`config.mk`:
```
export PLATFORM = sky130hd
export DESIGN_NAME = player_datapath
export DESIGN_NICKNAME = d
export VERILOG_FILES = /design/src/rtl/player_datapath.sv
export SDC_FILE = /design/constraint.sdc
export NUM_CORES = 1
export LEC_CHECK = 0
export CAP_MARGIN = 20
export CORE_MARGIN = 2
export CORE_UTILIZATION = 45
export CTS_CLUSTER_DIAMETER = 80
export DETAILED_ROUTE_END_ITERATION = 12
export PLACE_DENSITY = 0.77
export SYNTH_ARGS = -nofsm -noshare
export SYNTH_HDL_FRONTEND = slang
export SYNTH_SLANG_ARGS = --single-unit
```
`constraint.sdc`:
```
create_clock -name clk -period 3.6 [get_ports clk]
set_input_delay 0.36 -clock clk [delete_from_list [all_inputs] [get_ports clk]]
set_output_delay 0.36 -clock clk [all_outputs]
set_load 0.01 [all_outputs]
```
`src/rtl/player_datapath.sv`:
```
// Player ship datapath: clamped vertical position register plus registered VGA pixel writes.
// Optional erase queue for vacated sprite rows is enabled by defining PLAYER_ERASE_EN.
module player_datapath #(
  parameter logic [7:0] X_POS  = 8'd4,
  parameter logic [6:0] Y_MIN  = 7'd0,
  parameter logic [6:0] Y_MAX  = 7'd117,
  parameter logic [6:0] Y_INIT = 7'd58,
  parameter logic [2:0] COLOUR = 3'b111
) (
  input  logic       clk,
  input  logic       reset,
  input  logic       y_pos_mod,
  input  logic       y_neg_mod,
  input  logic       add_x,
  input  logic [1:0] add_y,
  input  logic       write_en,
  output logic [7:0] x_out,
  output logic [6:0] y_out,
  output logic [2:0] colour,
  output logic       plot,
  output logic [6:0] y_cur,
  output logic       at_top,
  output logic       at_bottom,
  output logic       erase_busy,
  output logic       erase_ovf
);

  logic       move_up;
  logic       move_dn;
  logic [6:0] y_next;
  logic       draw;
  logic       drain;
  logic [7:0] erase_x;
  logic [6:0] erase_y;

  always_comb begin
    move_up = y_pos_mod & ~y_neg_mod & (y_cur < Y_MAX);
    move_dn = y_neg_mod & ~y_pos_mod & (y_cur > Y_MIN);
    y_next  = y_cur;
    if (move_up)
      y_next = y_cur + 7'd1;
    else if (move_dn)
      y_next = y_cur - 7'd1;
    draw = write_en & (add_y != 2'd3);
  end

  assign at_top    = (y_cur == Y_MIN);
  assign at_bottom = (y_cur == Y_MAX);

  always_ff @(posedge clk) begin
    if (reset)
      y_cur <= Y_INIT;
    else
      y_cur <= y_next;
  end

`ifdef PLAYER_ERASE_EN
  logic [6:0] q_row [2];
  logic [1:0] q_cnt;
  logic       q_half;
  logic       q_ovf;
  logic       pop;
  logic       push;
  logic       drop;
  logic [6:0] push_row;

  // q_half marks that the head row's left pixel has already been written
  always_comb begin
    drain    = ~write_en & (q_cnt != 2'd0);
    pop      = drain & q_half;
    push     = move_up | move_dn;
    push_row = move_up ? y_cur : y_cur + 7'd2;
    drop     = push & (q_cnt == 2'd2) & ~pop;
    erase_x  = X_POS + {7'b0, q_half};
    erase_y  = q_row[0];
  end

  always_ff @(posedge clk) begin
    if (reset) begin
      q_row[0] <= '0;
      q_row[1] <= '0;
      q_cnt    <= '0;
      q_half   <= 1'b0;
      q_ovf    <= 1'b0;
    end else begin
      if (drain)
        q_half <= ~q_half;
      if (drop)
        q_ovf <= 1'b1;
      case ({push & ~drop, pop})
        2'b10: begin
          q_row[q_cnt[0]] <= push_row;
          q_cnt           <= q_cnt + 2'd1;
        end
        2'b01: begin
          q_row[0] <= q_row[1];
          q_cnt    <= q_cnt - 2'd1;
        end
        2'b11: begin
          // simultaneous pop and push: occupancy unchanged, new row goes behind any survivor
          if (q_cnt == 2'd1) begin
            q_row[0] <= push_row;
          end else begin
            q_row[0] <= q_row[1];
            q_row[1] <= push_row;
          end
        end
        default: ;
      endcase
    end
  end

  assign erase_busy = (q_cnt != 2'd0);
  assign erase_ovf  = q_ovf;
`else
  assign drain      = 1'b0;
  assign erase_x    = '0;
  assign erase_y    = '0;
  assign erase_busy = 1'b0;
  assign erase_ovf  = 1'b0;
`endif

  always_ff @(posedge clk) begin
    if (reset) begin
      x_out  <= '0;
      y_out  <= '0;
      colour <= '0;
      plot   <= 1'b0;
    end else if (draw) begin
      x_out  <= X_POS + {7'b0, add_x};
      y_out  <= y_next + {5'b0, add_y};
      colour <= COLOUR;
      plot   <= 1'b1;
    end else if (drain) begin
      x_out  <= erase_x;
      y_out  <= erase_y;
      colour <= '0;
      plot   <= 1'b1;
    end else begin
      plot <= 1'b0;
    end
  end

endmodule

```
==> results_dict.tcl <==
set metrics [dict create \
    antenna_found_initial 0 \
    max-cap-violations 0 \
    gp_routability_congestion 0.8749 \
    worst_r2r_startpoint "y_cur[1]" \
    drt-total-wl_mm 2.942 \
    nets 201 \
    rr_worst_depth 14 \
    crit_path_max_incr_delay_ps 380 \
    cts.repair.resized 0 \
    hold_viol 0 \
    synth-edff-count 0 \
    cts-htree-levels 1 \
    timing_worst_setup_path_type "flip-flop to flip-flop" \
    rrSetupSlack_ps 430 \
    setup.worst_path.start_class "flip-flop" \
    postSynthAreaPerCell_sq_um 7.953 \
    period_minus_slack_ps 3171 \
    dp_worst_setup_slack_ps 482.7 \
    hold_path_end "y_out[0]" \
    grt.total_usage_pct 17.96 \
    synth_top_area_cell "sky130_fd_sc_hd__dfxtp_1" \
    synthArstFlopShare_pct 0 \
    floorplan.die.height_um 57.18 \
    setup_repair_after_global_routing_missed_its_margin "false" \
    vdd.ir_drop.worst_v 0.0002850 \
    worst_slew_margin_rel_pct 67.07 \
    sum_neg_setup_slack_ps 0 \
    detailroute.via_count 1221 \
    grt_first_pass_wirelength_mm 4.705 \
    drt_drc_violations_left 0 \
    placement_rows 19 \
    min_delay_path_depth 2 \
    timing.hold.worst.class "flip-flop to flip-flop" \
    netlist_area_sq_um 1272 \
    finClkSkew_ps 3.820 \
    worst_hold_startpoint "y_out[0]" \
    grt_overflow_total 0 \
    drt_iter0_markers 49 \
    io_buffer_count 29 \
    power-per-cell-area_nw_per_um2 307.8 \
    avgRoutedWirePerCell_um 13.62 \
    die_area_sq_um 3269 \
    clk_latency_ps 290 \
    leakagePower_nw 0.6533 \
    netlist.area_leader.share_pct 26.75 \
    cts_tree "built" \
    grt_pass1_vias 1092 \
    cp_max_fo 7 \
    postCtsHoldBufs 0 \
    syn-instance-count 160 \
    floorplan.initialDensity_pct 46.95 \
    ys_seq_area_share_pct 26.75 \
    number_of_clock_sinks 17 \
    synth.area.top_cells "sky130_fd_sc_hd__dfxtp_1 27%, sky130_fd_sc_hd__buf_4 6.5%, sky130_fd_sc_hd__ha_1 5.9%, sky130_fd_sc_hd__nand2_1 4.4%, sky130_fd_sc_hd__a21oi_1 4.3%" \
    pins_over_their_slew_limit 0 \
    floorplan.core_area_sq_um 2710 \
    timing.final.ws_setup_ps 429.3 \
    regToRegEndpoint "y_out[5]" \
    die_width_um 57.18 \
    ys_seq_elements 17 \
    i_o_pin_count 38 \
    clk_transition_reported_paths_ps 100 \
    antenna_cells_inserted 0 \
    worst-slew-pin-transition_ps 481.6 \
    critical_path.n_buffers_inverters 1 \
    postRouteAntennaNets 0 \
    post-cts-setup-buffers 0 \
    run_status "complete, no violations" \
    clk_path_buf_depth 2 \
    first_pass_iters 4 \
    fmaxAchievable_mhz 315.4 \
    clockRootBuffer "sky130_fd_sc_hd__clkbuf_4" \
    cp_required_ps 3780 \
    layout-area-overhead-vs-synth_pct 21.73 \
    setup-violations-final 0 \
    worst_path_max_delay_cell "sky130_fd_sc_hd__dfxtp_1" \
    crit_path_end_kind "flip-flop" \
    tritoncts.num_buffers 3 \
    layout_cells_sized_above_1_pct 5.946 \
    grt_max_degree 14 \
    ys_dominant_reg_cell "sky130_fd_sc_hd__dfxtp_1" \
    vias_per_cell 5.653 \
    timing.critical_path.arrival_ps 3350 \
    worstPathCellList "inv_1 -> ha_1 -> nor3b_1 -> a21oi_1 -> nand2_1 -> nand2_1 -> o21ai_0 -> ha_1 -> a21oi_1 -> nor2_1 -> o21ai_0 -> a22oi_1 -> o211a_1 -> or3b_1" \
    synth-warning-count 0 \
    number_of_distinct_standard_cells_referenced_by_the_synthesized_netlist 46 \
    detailed_place_hpwl_mm 2.244 \
    layout_worst_path_cycle_share_pct 88.07 \
    critical-path-top-delay-family "compound AO/OA/AOI/OAI gates" \
]
## kinds of logic after synthesis
kind of cell    Yosys count  synth area share (%)
other cells               1                0.2947
buf+inv                  22                 10.32
simple gates             70                 31.27
mux                       1                0.7867
fa+ha+maj                 7                 7.473
flops                    17                 26.75
compound gates           37                 19.67
xor+xnor                  5                 3.441
## worst register-to-register path, cell delays in order, from the launching register on
cell	delay (ps)
sky130_fd_sc_hd__dfxtp_1	380
sky130_fd_sc_hd__inv_1	120
sky130_fd_sc_hd__ha_1	200
sky130_fd_sc_hd__nor3b_1	350
sky130_fd_sc_hd__a21oi_1	170
sky130_fd_sc_hd__nand2_1	100
sky130_fd_sc_hd__nand2_1	50
sky130_fd_sc_hd__o21ai_0	340
sky130_fd_sc_hd__ha_1	310
sky130_fd_sc_hd__a21oi_1	250
sky130_fd_sc_hd__nor2_1	60
sky130_fd_sc_hd__o21ai_0	140
sky130_fd_sc_hd__a22oi_1	110
sky130_fd_sc_hd__o211a_1	120
sky130_fd_sc_hd__or3b_1	370
## worst max-delay path by stage
stage               from  endpoint  slack (ps)  depth (start not counted)
2_1_floorplan   y_cur[0]  y_out[5]         760                         12
3_3_place_gp   y_pos_mod  y_out[5]         540                         11
3_5_place_dp   y_pos_mod  y_out[5]         480                         13
4_1_cts         y_cur[1]  y_out[5]         470                         14
5_1_grt         y_cur[1]  y_out[5]         150                         14
6_report        y_cur[1]  y_out[5]         430                         14
## stage by stage
| step | instances | area (sq um) | util (%) | hold slack [ps] | power, mW |
|---|---|---|---|---|---|
| detailed placement | 212 | 1523 | 56.19 | 460.1 | 0.3750 |
| floorplan | 167 | 1299 | - | 476.1 | 0.3229 |
| finish | 216 | 1549 | 57.16 | 468.3 | 0.4768 |
| global route | 216 | 1549 | 57.16 | 492.1 | 0.5025 |
| global placement | 212 | 1523 | 56.19 | 443.6 | 0.3724 |
| CTS | 216 | 1549 | 57.16 | 473.6 | 0.4781 |
## cells in the final DEF, fill, tap and decap left out, types with 2 or more instances in the layout
cell                              count
sky130_fd_sc_hd__clkdlybuf4s50_1     29
sky130_fd_sc_hd__dfxtp_1             17
sky130_fd_sc_hd__nand2_1             15
sky130_fd_sc_hd__nor2_1              11
sky130_fd_sc_hd__a21oi_1             11
sky130_fd_sc_hd__o21ai_0              9
sky130_fd_sc_hd__nor3_1               8
sky130_fd_sc_hd__conb_1               8
sky130_fd_sc_hd__inv_1                7
sky130_fd_sc_hd__ha_1                 6
sky130_fd_sc_hd__nand3_1              5
sky130_fd_sc_hd__xnor2_1              4
sky130_fd_sc_hd__and2_1               4
sky130_fd_sc_hd__and3_1               3
sky130_fd_sc_hd__nor4b_1              3
sky130_fd_sc_hd__or2_2                3
sky130_fd_sc_hd__o211a_1              3
sky130_fd_sc_hd__a211oi_1             3
sky130_fd_sc_hd__clkbuf_4             3
sky130_fd_sc_hd__or3b_1               2
sky130_fd_sc_hd__nor3b_1              2
sky130_fd_sc_hd__nand2b_1             2
sky130_fd_sc_hd__or3_1                2
sky130_fd_sc_hd__nand3b_1             2
sky130_fd_sc_hd__nor4_1               2
## layout make-up
cell class / count / area, sq um
Fill cell: 260 / 1161
Multi-Input combinational cell: 128 / 827.0
Sequential cell: 17 / 340.3
Timing Repair Buffer: 29 / 290.3
Tap cell: 31 / 38.79
Clock buffer: 4 / 26.28
Inverter: 7 / 26.28
## report_power, final
part	switching, mW	internal, mW
Clock	0.0617	0.0431
Sequential	0.0160	0.203
Combinational	0.0756	0.0769
## sequential cells by signal, summed over array words and instances (netlist names)
register and count:
plot 1, x_out 2, y_cur 7, y_out 7
## synthesized netlist by cell type (2+ instances only)
library cell	number
sky130_fd_sc_hd__nand2_1	15
sky130_fd_sc_hd__nand2b_1	2
sky130_fd_sc_hd__nor2_1	11
sky130_fd_sc_hd__and2_1	4
sky130_fd_sc_hd__nor4_1	2
sky130_fd_sc_hd__nor3b_1	2
sky130_fd_sc_hd__or2_2	3
sky130_fd_sc_hd__o211a_1	3
sky130_fd_sc_hd__o21ai_0	9
sky130_fd_sc_hd__a211oi_1	3
sky130_fd_sc_hd__dfxtp_1	17
sky130_fd_sc_hd__clkbuf_1	3
sky130_fd_sc_hd__or3_1	2
sky130_fd_sc_hd__a21oi_1	11
sky130_fd_sc_hd__nand3_1	5
sky130_fd_sc_hd__nor3_1	8
sky130_fd_sc_hd__inv_1	7
sky130_fd_sc_hd__xnor2_1	4
sky130_fd_sc_hd__ha_1	6
sky130_fd_sc_hd__or3b_1	2
sky130_fd_sc_hd__and3_1	3
sky130_fd_sc_hd__nand3b_1	2
sky130_fd_sc_hd__nor4b_1	3
sky130_fd_sc_hd__buf_4	11
## metal layers
metal | up-vias | part of all wire (%) | track usage [%]
met4 | 0 | 1.5 | 5.648
met1 | 558 | 44 | 23.28
met2 | 51 | 48 | 29.56
met3 | 6 | 6.9 | 4.308
li1 | 606 | - | -
met5 | - | 0 | 0
(Power assumes the default switching activity.)
